### src/rtl/q_update_ctrl_if.sv
// Request/response and Q-table RAM signals of the Q-learning update controller.
// slave is the controller's view; master is the agent plus RAM side.
interface q_update_ctrl_if;
  logic        start;
  logic [5:0]  state;
  logic [2:0]  action;
  logic [3:0]  reward;
  logic [5:0]  next_state;
  logic        next_term;
  logic        busy;
  logic        done;
  logic        err;
  logic [1:0]  best_action;
  logic [31:0] max_q;
  logic [31:0] new_q;
  logic        q_rd_en;
  logic [7:0]  q_rd_addr;
  logic [31:0] q_rd_data;
  logic        q_wr_en;
  logic [7:0]  q_wr_addr;
  logic [31:0] q_wr_data;

  modport slave (
    input  start, state, action, reward, next_state, next_term, q_rd_data,
    output busy, done, err, best_action, max_q, new_q,
           q_rd_en, q_rd_addr, q_wr_en, q_wr_addr, q_wr_data
  );

  modport master (
    output start, state, action, reward, next_state, next_term, q_rd_data,
    input  busy, done, err, best_action, max_q, new_q,
           q_rd_en, q_rd_addr, q_wr_en, q_wr_addr, q_wr_data
  );
endinterface

### src/rtl/q_update_ctrl.sv
// Sequences one Q-learning update on the shared Q7.24 Q-table RAM:
// max over Q(s',*), read old Q(s,a), Q' = old + LR*(r + GAMMA*maxQ - old), write back.
module q_update_ctrl #(
  parameter int                 N_STATES   = 36,
  parameter int                 N_ACTIONS  = 4,
  parameter int                 FRAC       = 24,
  parameter logic signed [31:0] DISCOUNT   = 32'sh00E66666,
  parameter logic signed [31:0] LEARN_RATE = 32'sh00333333
) (
  input  logic         clk,
  input  logic         reset_n,
  q_update_ctrl_if.slave bus
);

  localparam int         DATA_W = 32;
  localparam logic [5:0] N_ST   = 6'(N_STATES);
  localparam logic [2:0] N_ACT  = 3'(N_ACTIONS);

  typedef enum logic [2:0] {
    IDLE, RD_MAX, RD_OLD, WAIT_RD, CALC1, CALC2, WRITE, DONE
  } fsm_t;

  function automatic logic signed [63:0] sext(input logic signed [DATA_W-1:0] v);
    return {{(64-DATA_W){v[DATA_W-1]}}, v};
  endfunction

  // Q7.24 multiply: full 64-bit product, arithmetic shift truncates toward -inf.
  function automatic logic signed [63:0] mul_shift(input logic signed [63:0] a,
                                                   input logic signed [DATA_W-1:0] coef);
    logic signed [63:0] prod;
    prod = a * sext(coef);
    return prod >>> FRAC;
  endfunction

  function automatic logic signed [DATA_W-1:0] sat32(input logic signed [63:0] v);
    if (v > 64'sh000000007FFFFFFF) return 32'sh7FFFFFFF;
    if (v < 64'shFFFFFFFF80000000) return 32'sh80000000;
    return v[DATA_W-1:0];
  endfunction

  fsm_t fsm_q, fsm_d;
  logic [1:0] rd_cnt;
  logic       err_q;
  logic       rd_vld_p0, rd_max_p0;
  logic [1:0] rd_idx_p0;
  logic [1:0] best_q;
  logic signed [DATA_W-1:0] max_q_r, new_q_r;

  logic [5:0] req_state, req_next;
  logic [1:0] req_action;
  logic [3:0] req_reward;
  logic signed [DATA_W-1:0] run_max;
  logic [1:0]               run_best;
  logic signed [DATA_W-1:0] old_p0;
  logic signed [63:0]       diff_p1;
  logic signed [DATA_W-1:0] upd_p2;

  logic accept, invalid, idle_like;
  logic signed [63:0] rew_ext, target;

  assign idle_like = (fsm_q == IDLE) || (fsm_q == DONE);
  assign accept    = bus.start && idle_like;
  assign invalid   = (bus.state >= N_ST) || (bus.action >= N_ACT) ||
                     (!bus.next_term && (bus.next_state >= N_ST));

  always_comb begin
    fsm_d = fsm_q;
    case (fsm_q)
      IDLE, DONE: begin
        if (!accept)      fsm_d = IDLE;
        else if (invalid) fsm_d = DONE;
        else              fsm_d = bus.next_term ? RD_OLD : RD_MAX;
      end
      RD_MAX:  if (rd_cnt == 2'd3) fsm_d = RD_OLD;
      RD_OLD:  fsm_d = WAIT_RD;
      WAIT_RD: fsm_d = CALC1;
      CALC1:   fsm_d = CALC2;
      CALC2:   fsm_d = WRITE;
      WRITE:   fsm_d = DONE;
      default: fsm_d = IDLE;
    endcase
  end

  always_ff @(posedge clk or negedge reset_n) begin
    if (!reset_n) begin
      fsm_q     <= IDLE;
      rd_cnt    <= 2'd0;
      err_q     <= 1'b0;
      rd_vld_p0 <= 1'b0;
      rd_max_p0 <= 1'b0;
      rd_idx_p0 <= 2'd0;
      best_q    <= 2'd0;
      max_q_r   <= '0;
      new_q_r   <= '0;
    end else begin
      fsm_q     <= fsm_d;
      rd_vld_p0 <= bus.q_rd_en;
      rd_max_p0 <= (fsm_q == RD_MAX);
      rd_idx_p0 <= rd_cnt;
      if (accept) begin
        err_q  <= invalid;
        rd_cnt <= 2'd0;
      end else if (fsm_q == RD_MAX) begin
        rd_cnt <= rd_cnt + 2'd1;
      end
      // Visible results change only as the update completes; rejected requests leave them alone.
      if (fsm_q == WRITE) begin
        max_q_r <= run_max;
        best_q  <= run_best;
        new_q_r <= upd_p2;
      end
    end
  end

  assign rew_ext = {60'd0, req_reward};
  assign target  = (rew_ext <<< FRAC) + mul_shift(sext(run_max), DISCOUNT);

  always_ff @(posedge clk) begin
    if (accept) begin
      req_state  <= bus.state;
      req_action <= bus.action[1:0];
      req_reward <= bus.reward;
      req_next   <= bus.next_state;
      run_max    <= '0;
      run_best   <= 2'd0;
    end
    // Stage p0: read data returns one cycle after the strobe
    if (rd_vld_p0) begin
      if (rd_max_p0) begin
        if ((rd_idx_p0 == 2'd0) || ($signed(bus.q_rd_data) > run_max)) begin
          run_max  <= bus.q_rd_data;
          run_best <= rd_idx_p0;
        end
      end else begin
        old_p0 <= bus.q_rd_data;
      end
    end
    // Stage p1: temporal-difference error
    if (fsm_q == CALC1) diff_p1 <= target - sext(old_p0);
    // Stage p2: scaled update with saturation
    if (fsm_q == CALC2) upd_p2 <= sat32(sext(old_p0) + mul_shift(diff_p1, LEARN_RATE));
  end

  assign bus.busy        = !idle_like;
  assign bus.done        = (fsm_q == DONE);
  assign bus.err         = (fsm_q == DONE) && err_q;
  assign bus.best_action = best_q;
  assign bus.max_q       = max_q_r;
  assign bus.new_q       = new_q_r;
  assign bus.q_rd_en     = (fsm_q == RD_MAX) || (fsm_q == RD_OLD);
  assign bus.q_rd_addr   = (fsm_q == RD_MAX) ? {req_next, rd_cnt} :
                           (fsm_q == RD_OLD) ? {req_state, req_action} : 8'd0;
  assign bus.q_wr_en     = (fsm_q == WRITE);
  assign bus.q_wr_addr   = (fsm_q == WRITE) ? {req_state, req_action} : 8'd0;
  assign bus.q_wr_data   = (fsm_q == WRITE) ? upd_p2 : '0;

endmodule
### src/flat_wrapper.sv
// flat-port wrapper written by rule: the top's interface ports become plain ports
module q_update_ctrl_flat 
#(
  parameter int                 N_STATES   = 36,
  parameter int                 N_ACTIONS  = 4,
  parameter int                 FRAC       = 24,
  parameter logic signed [31:0] DISCOUNT   = 32'sh00E66666,
  parameter logic signed [31:0] LEARN_RATE = 32'sh00333333
)
  (clk, reset_n, bus_start, bus_state, bus_action, bus_reward, bus_next_state, bus_next_term, bus_q_rd_data, bus_busy, bus_done, bus_err, bus_best_action, bus_max_q, bus_new_q, bus_q_rd_en, bus_q_rd_addr, bus_q_wr_en, bus_q_wr_addr, bus_q_wr_data);
  q_update_ctrl_if bus_i ();
  input  logic clk;
  input  logic reset_n;
  input wire logic [$bits(bus_i.start)-1:0] bus_start;
  input wire logic [$bits(bus_i.state)-1:0] bus_state;
  input wire logic [$bits(bus_i.action)-1:0] bus_action;
  input wire logic [$bits(bus_i.reward)-1:0] bus_reward;
  input wire logic [$bits(bus_i.next_state)-1:0] bus_next_state;
  input wire logic [$bits(bus_i.next_term)-1:0] bus_next_term;
  input wire logic [$bits(bus_i.q_rd_data)-1:0] bus_q_rd_data;
  output wire logic [$bits(bus_i.busy)-1:0] bus_busy;
  output wire logic [$bits(bus_i.done)-1:0] bus_done;
  output wire logic [$bits(bus_i.err)-1:0] bus_err;
  output wire logic [$bits(bus_i.best_action)-1:0] bus_best_action;
  output wire logic [$bits(bus_i.max_q)-1:0] bus_max_q;
  output wire logic [$bits(bus_i.new_q)-1:0] bus_new_q;
  output wire logic [$bits(bus_i.q_rd_en)-1:0] bus_q_rd_en;
  output wire logic [$bits(bus_i.q_rd_addr)-1:0] bus_q_rd_addr;
  output wire logic [$bits(bus_i.q_wr_en)-1:0] bus_q_wr_en;
  output wire logic [$bits(bus_i.q_wr_addr)-1:0] bus_q_wr_addr;
  output wire logic [$bits(bus_i.q_wr_data)-1:0] bus_q_wr_data;
  assign bus_i.start = bus_start;
  assign bus_i.state = bus_state;
  assign bus_i.action = bus_action;
  assign bus_i.reward = bus_reward;
  assign bus_i.next_state = bus_next_state;
  assign bus_i.next_term = bus_next_term;
  assign bus_i.q_rd_data = bus_q_rd_data;
  assign bus_busy = bus_i.busy;
  assign bus_done = bus_i.done;
  assign bus_err = bus_i.err;
  assign bus_best_action = bus_i.best_action;
  assign bus_max_q = bus_i.max_q;
  assign bus_new_q = bus_i.new_q;
  assign bus_q_rd_en = bus_i.q_rd_en;
  assign bus_q_rd_addr = bus_i.q_rd_addr;
  assign bus_q_wr_en = bus_i.q_wr_en;
  assign bus_q_wr_addr = bus_i.q_wr_addr;
  assign bus_q_wr_data = bus_i.q_wr_data;
  q_update_ctrl #(.N_STATES(N_STATES), .N_ACTIONS(N_ACTIONS), .FRAC(FRAC), .DISCOUNT(DISCOUNT), .LEARN_RATE(LEARN_RATE)) u_core (.clk(clk), .reset_n(reset_n), .bus(bus_i));
endmodule
### config.mk
export PLATFORM = sky130hd
export DESIGN_NAME = q_update_ctrl_flat
export DESIGN_NICKNAME = d
export VERILOG_FILES = /design/src/rtl/q_update_ctrl_if.sv /design/src/rtl/q_update_ctrl.sv /design/src/flat_wrapper.sv
export SDC_FILE = /design/constraint.sdc
export NUM_CORES = 2
export LEC_CHECK = 0
export ABC_AREA = 1
export CAP_MARGIN = 20
export CELL_PAD_IN_SITES_DETAIL_PLACEMENT = 1
export CELL_PAD_IN_SITES_GLOBAL_PLACEMENT = 2
export CORE_UTILIZATION = 29
export DETAILED_ROUTE_END_ITERATION = 8
export PLACE_DENSITY = 0.71
export SETUP_SLACK_MARGIN = 0.05
export SLEW_MARGIN = 20
export SYNTH_ARGS = -nofsm -noshare
export SYNTH_HDL_FRONTEND = slang
export SYNTH_SLANG_ARGS = --single-unit
### constraint.sdc
create_clock -name clk -period 7.35 [get_ports clk]
set_input_delay 1.47 -clock clk [delete_from_list [all_inputs] [get_ports clk]]
set_output_delay 1.47 -clock clk [all_outputs]
set_load 0.05 [all_outputs]
==> impl_metrics.xml <==
<?xml version="1.0" encoding="UTF-8"?>
<metrics>
  <group name="cts">
    <metric name="clkLatencyLatePin" unit="ns">0.61</metric>
    <metric name="clock_sinks" unit="">227</metric>
    <metric name="clock_tree.root_cell" unit="">sky130_fd_sc_hd__clkbuf_16</metric>
    <metric name="cts_inserted_buffers" unit="">34</metric>
    <metric name="clock_tree.buffer_depth" unit="">3</metric>
    <metric name="cts_max_level" unit="">2</metric>
    <metric name="tritoncts" unit="">built</metric>
    <metric name="worst_path_clk_slew" unit="ns">0.06</metric>
  </group>
  <group name="sta">
    <metric name="least_margin_pin_slew" unit="ns">1.17</metric>
    <metric name="hold_viol_final" unit="">0</metric>
    <metric name="slew_headroom" unit="%">22.1</metric>
    <metric name="max_freq" unit="MHz">126</metric>
    <metric name="final_max_slew_viol_count" unit="">0</metric>
    <metric name="worst_clock_skew_on_the_final_layout" unit="ns">0.0433</metric>
    <metric name="final_period_minus_worst_setup_slack" unit="ns">7.96</metric>
    <metric name="finalSetupViolations" unit="">54</metric>
    <metric name="setup_repair_after_global_routing_missed_its_margin" unit="">true</metric>
    <metric name="smallest_setup_slack_after_layout" unit="ns">-0.607</metric>
    <metric name="timing.final.crit_share" unit="%">108</metric>
    <metric name="worst_hold_margin" unit="ns">0.462</metric>
  </group>
  <group name="global_route">
    <metric name="first_global_vias" unit="">45500</metric>
    <metric name="grt_start_max_net_pins" unit="">96</metric>
    <metric name="grt_use_total" unit="%">23.9</metric>
    <metric name="number_of_antenna_violations_at_the_first_check_in_global_routing" unit="">5</metric>
    <metric name="grt_remaining_overflow" unit="">0</metric>
    <metric name="grt_first_pass_wirelength" unit="um">275000</metric>
  </group>
  <group name="yosys">
    <metric name="cell_area_after_synthesis" unit="um2">44100</metric>
    <metric name="ys_dominant_reg_cell" unit="">sky130_fd_sc_hd__edfxtp_1</metric>
    <metric name="synth_top_cell_area_share" unit="%">30.9</metric>
    <metric name="synth.distinct_cells" unit="">57</metric>
    <metric name="synth.yosys.warnings" unit="">0</metric>
    <metric name="yosys_register_bits" unit="">227</metric>
    <metric name="avgSynthCellArea" unit="um2">8.39</metric>
    <metric name="top_area_cells_in_the_synthesized_netlist" unit="">sky130_fd_sc_hd__fa_1, sky130_fd_sc_hd__ha_1, sky130_fd_sc_hd__inv_1, sky130_fd_sc_hd__edfxtp_1, sky130_fd_sc_hd__nand2_1</metric>
    <metric name="yosys.cell_count.top_type" unit="">sky130_fd_sc_hd__inv_1</metric>
    <metric name="synth.yosys.seq_area_share" unit="%">13.8</metric>
    <metric name="net_count_of_the_mapped_netlist" unit="">6629</metric>
    <metric name="synth_cells" unit="">5259</metric>
    <metric name="number_of_enable_flip_flop_cells_after_synthesis" unit="">117</metric>
    <metric name="synth_top_area_cell" unit="">sky130_fd_sc_hd__fa_1</metric>
    <metric name="most_frequent_cells_after_synthesis" unit="">sky130_fd_sc_hd__inv_1, sky130_fd_sc_hd__nand2_1, sky130_fd_sc_hd__fa_1</metric>
    <metric name="postSynth.asyncResetShare" unit="%">33.5</metric>
  </group>
  <group name="worst_setup_path">
    <metric name="worst_ep_required_time" unit="ns">7.68</metric>
    <metric name="endpoint_kind" unit="">flip-flop</metric>
    <metric name="worst_setup_path_start_kind" unit="">flip-flop</metric>
    <metric name="critPathArrivalTime" unit="ns">8.29</metric>
    <metric name="crit_slowest_cell" unit="">sky130_fd_sc_hd__fa_1</metric>
    <metric name="timing.reg2reg.worst_path_depth" unit="">38</metric>
    <metric name="timing.critical_path.buf_inv" unit="">9</metric>
    <metric name="critical_path_class" unit="">flip-flop to flip-flop</metric>
    <metric name="timing.critical_path.fanout_max" unit="">6</metric>
    <metric name="worst_path_largest_cell_delay" unit="ns">0.62</metric>
    <metric name="setup.worst_path.start" unit="">u_core.diff_p1[16]$_DFFE_PP_</metric>
    <metric name="rr_startpoint" unit="">u_core.diff_p1[16]$_DFFE_PP_</metric>
    <metric name="crit-reg2reg-capture" unit="">u_core.upd_p2[8]$_SDFFCE_PN1N_</metric>
    <metric name="rrSetupSlack" unit="ns">-0.61</metric>
    <metric name="cpLargestDelayFamily" unit="">adder cells</metric>
  </group>
  <group name="flow_run">
    <metric name="maxCapViolations" unit="">0</metric>
  </group>
  <group name="place">
    <metric name="dp_hpwl" unit="um">157000</metric>
    <metric name="buffer_ports.inserted" unit="">173</metric>
    <metric name="gpl.final_weighted_congestion" unit="">0.959</metric>
    <metric name="dp_cells" unit="">8458</metric>
  </group>
  <group name="floorplan">
    <metric name="initial_core_util" unit="%">29.3</metric>
    <metric name="die-width" unit="um">392</metric>
    <metric name="chipHeight" unit="um">392</metric>
    <metric name="core" unit="um2">150000</metric>
    <metric name="rows" unit="">142</metric>
    <metric name="pin_count" unit="">174</metric>
    <metric name="die_area" unit="um2">154000</metric>
  </group>
  <group name="routing">
    <metric name="drt_iter0_markers" unit="">1485</metric>
    <metric name="detailroute.via_count" unit="">39800</metric>
    <metric name="detail_route.first_pass.iterations" unit="">5</metric>
    <metric name="drt-total-wl" unit="um">183000</metric>
    <metric name="avgRoutedWirePerCell" unit="um">21.1</metric>
    <metric name="viasPerCell" unit="">4.59</metric>
    <metric name="antenna_violating_nets_left" unit="">0</metric>
    <metric name="drc_violations_left" unit="">0</metric>
  </group>
  <group name="final_layout">
    <metric name="utilization" unit="%">43.4</metric>
    <metric name="finalNonFillerCells" unit="">8675</metric>
    <metric name="finalNetCount" unit="">8003</metric>
    <metric name="area.growth.synth_to_final" unit="%">48.1</metric>
    <metric name="post_route_cells_drive_above_1_share" unit="%">35.7</metric>
  </group>
  <group name="status">
    <metric name="outcome" unit="">finished with violations</metric>
    <metric name="violated_checks" unit="">setup timing</metric>
  </group>
  <group name="worst_hold_path">
    <metric name="min_delay_worst_endpoint" unit="">u_core.rd_idx_p0[1]$_DFF_PN0_</metric>
    <metric name="timing.hold.worst.start" unit="">u_core.rd_cnt[1]$_DFFE_PN0P_</metric>
    <metric name="worstHoldPathCells" unit="">0</metric>
    <metric name="hp-class" unit="">flip-flop to flip-flop</metric>
  </group>
</metrics>
## sequential cells by signal, indices dropped and copies added (netlist names)
name / count
u_core.bus.best_action: 2
u_core.run_max: 32
u_core.rd_idx_p0: 2
u_core.old_p0: 32
u_core.run_best: 2
u_core.rd_vld_p0: 1
u_core.upd_p2: 32
u_core.req_next: 6
u_core.bus.max_q: 32
u_core.rd_cnt: 2
u_core.err_q: 1
u_core.req_state: 6
u_core.rd_max_p0: 1
u_core.diff_p1: 35
u_core.fsm_q: 3
u_core.bus.new_q: 32
u_core.req_reward: 4
u_core.req_action: 2
## logic make-up after synthesis
group	after synthesis	synth area share [%]
AND/OR/NAND/NOR	1503	13.8
AO/OA/AOI/OAI	623	7.85
flip-flops	227	13.8
XOR/XNOR	172	3.43
multiplexers	1	0.0255
buffers and inverters	1417	12.2
adder cells (fa/ha/maj)	1316	48.9
## layout by cell type (no fill, tap or decap), types with 104 or more instances in the layout
| cell | count |
|---|---|
| sky130_fd_sc_hd__ha_4 | 183 |
| sky130_fd_sc_hd__clkdlybuf4s50_1 | 172 |
| sky130_fd_sc_hd__buf_4 | 1105 |
| sky130_fd_sc_hd__fa_1 | 616 |
| sky130_fd_sc_hd__nand2_1 | 645 |
| sky130_fd_sc_hd__inv_2 | 104 |
| sky130_fd_sc_hd__ha_1 | 439 |
| sky130_fd_sc_hd__inv_1 | 1260 |
| sky130_fd_sc_hd__nand2_2 | 163 |
| sky130_fd_sc_hd__o21ai_0 | 148 |
| sky130_fd_sc_hd__nor2_1 | 281 |
| sky130_fd_sc_hd__edfxtp_1 | 117 |
## metal layers
layer  track usage [%]  part of all wire [%]  vias up
li1                  -                     -    18900
met1              28.4                    41    20200
met2              45.3                    54      471
met3              1.93                   2.1      225
met4              6.78                   3.2        2
met5                 0                0.0049        -
## timing repair
item                        CTS  global route
setup buffers               130            37
cloned                        7             0
setup endpoints to repair    63            62
gates resized for setup    1140           359
pin swaps                   495           242
hold buffers                  0             0
## worst reg2reg max path, delay by kind of cell, from the launching register on
family | cells | cell delay, ns
DFF | 1 | 0.44
and+or+nand+nor | 17 | 1.79
AOI/OAI and AO/OA | 2 | 0.27
buffers and inverters | 9 | 1.01
adders and majority gates | 9 | 4.00
xor gates and xnor gates | 1 | 0.19
## area by class of cell
cell class,count,area [um2]
Timing Repair Buffer,1381,11300
Fill cell,17300,85100
Tap cell,2016,2520
Antenna cell,1,2.50
Clock inverter,19,149
Sequential cell,227,6170
Clock buffer,42,912
Multi-Input combinational cell,3615,39100
Inverter,1374,5180
## stage by stage
stage / setup TNS, ns / instance area (um2) / setup WS [ns]
6_report: -23.34 / 65400 / -0.607
2_1_floorplan: -7.00 / 44200 / -0.230
3_3_place_gp: -64.18 / 56300 / -1.40
3_5_place_dp: -65.18 / 56300 / -1.39
4_1_cts: -19.38 / 63700 / -0.617
5_1_grt: -38.39 / 65400 / -0.907
## worst max-delay path by stage
stage,end,slack (ns),depth (start not counted)
2_1_floorplan,u_core.upd_p2[0]$_SDFFCE_PN1N_,-0.23,37
3_3_place_gp,u_core.upd_p2[2]$_SDFFCE_PN1N_,-1.40,38
3_5_place_dp,u_core.upd_p2[20]$_SDFFCE_PN1N_,-1.39,38
4_1_cts,u_core.upd_p2[6]$_SDFFCE_PN1N_,-0.62,37
5_1_grt,u_core.upd_p2[9]$_SDFFCE_PN1N_,-0.91,43
6_report,u_core.upd_p2[8]$_SDFFCE_PN1N_,-0.61,38
Power is not shown: default switching activity piles up to over one toggle a cycle in this logic, so the estimate is an artifact.
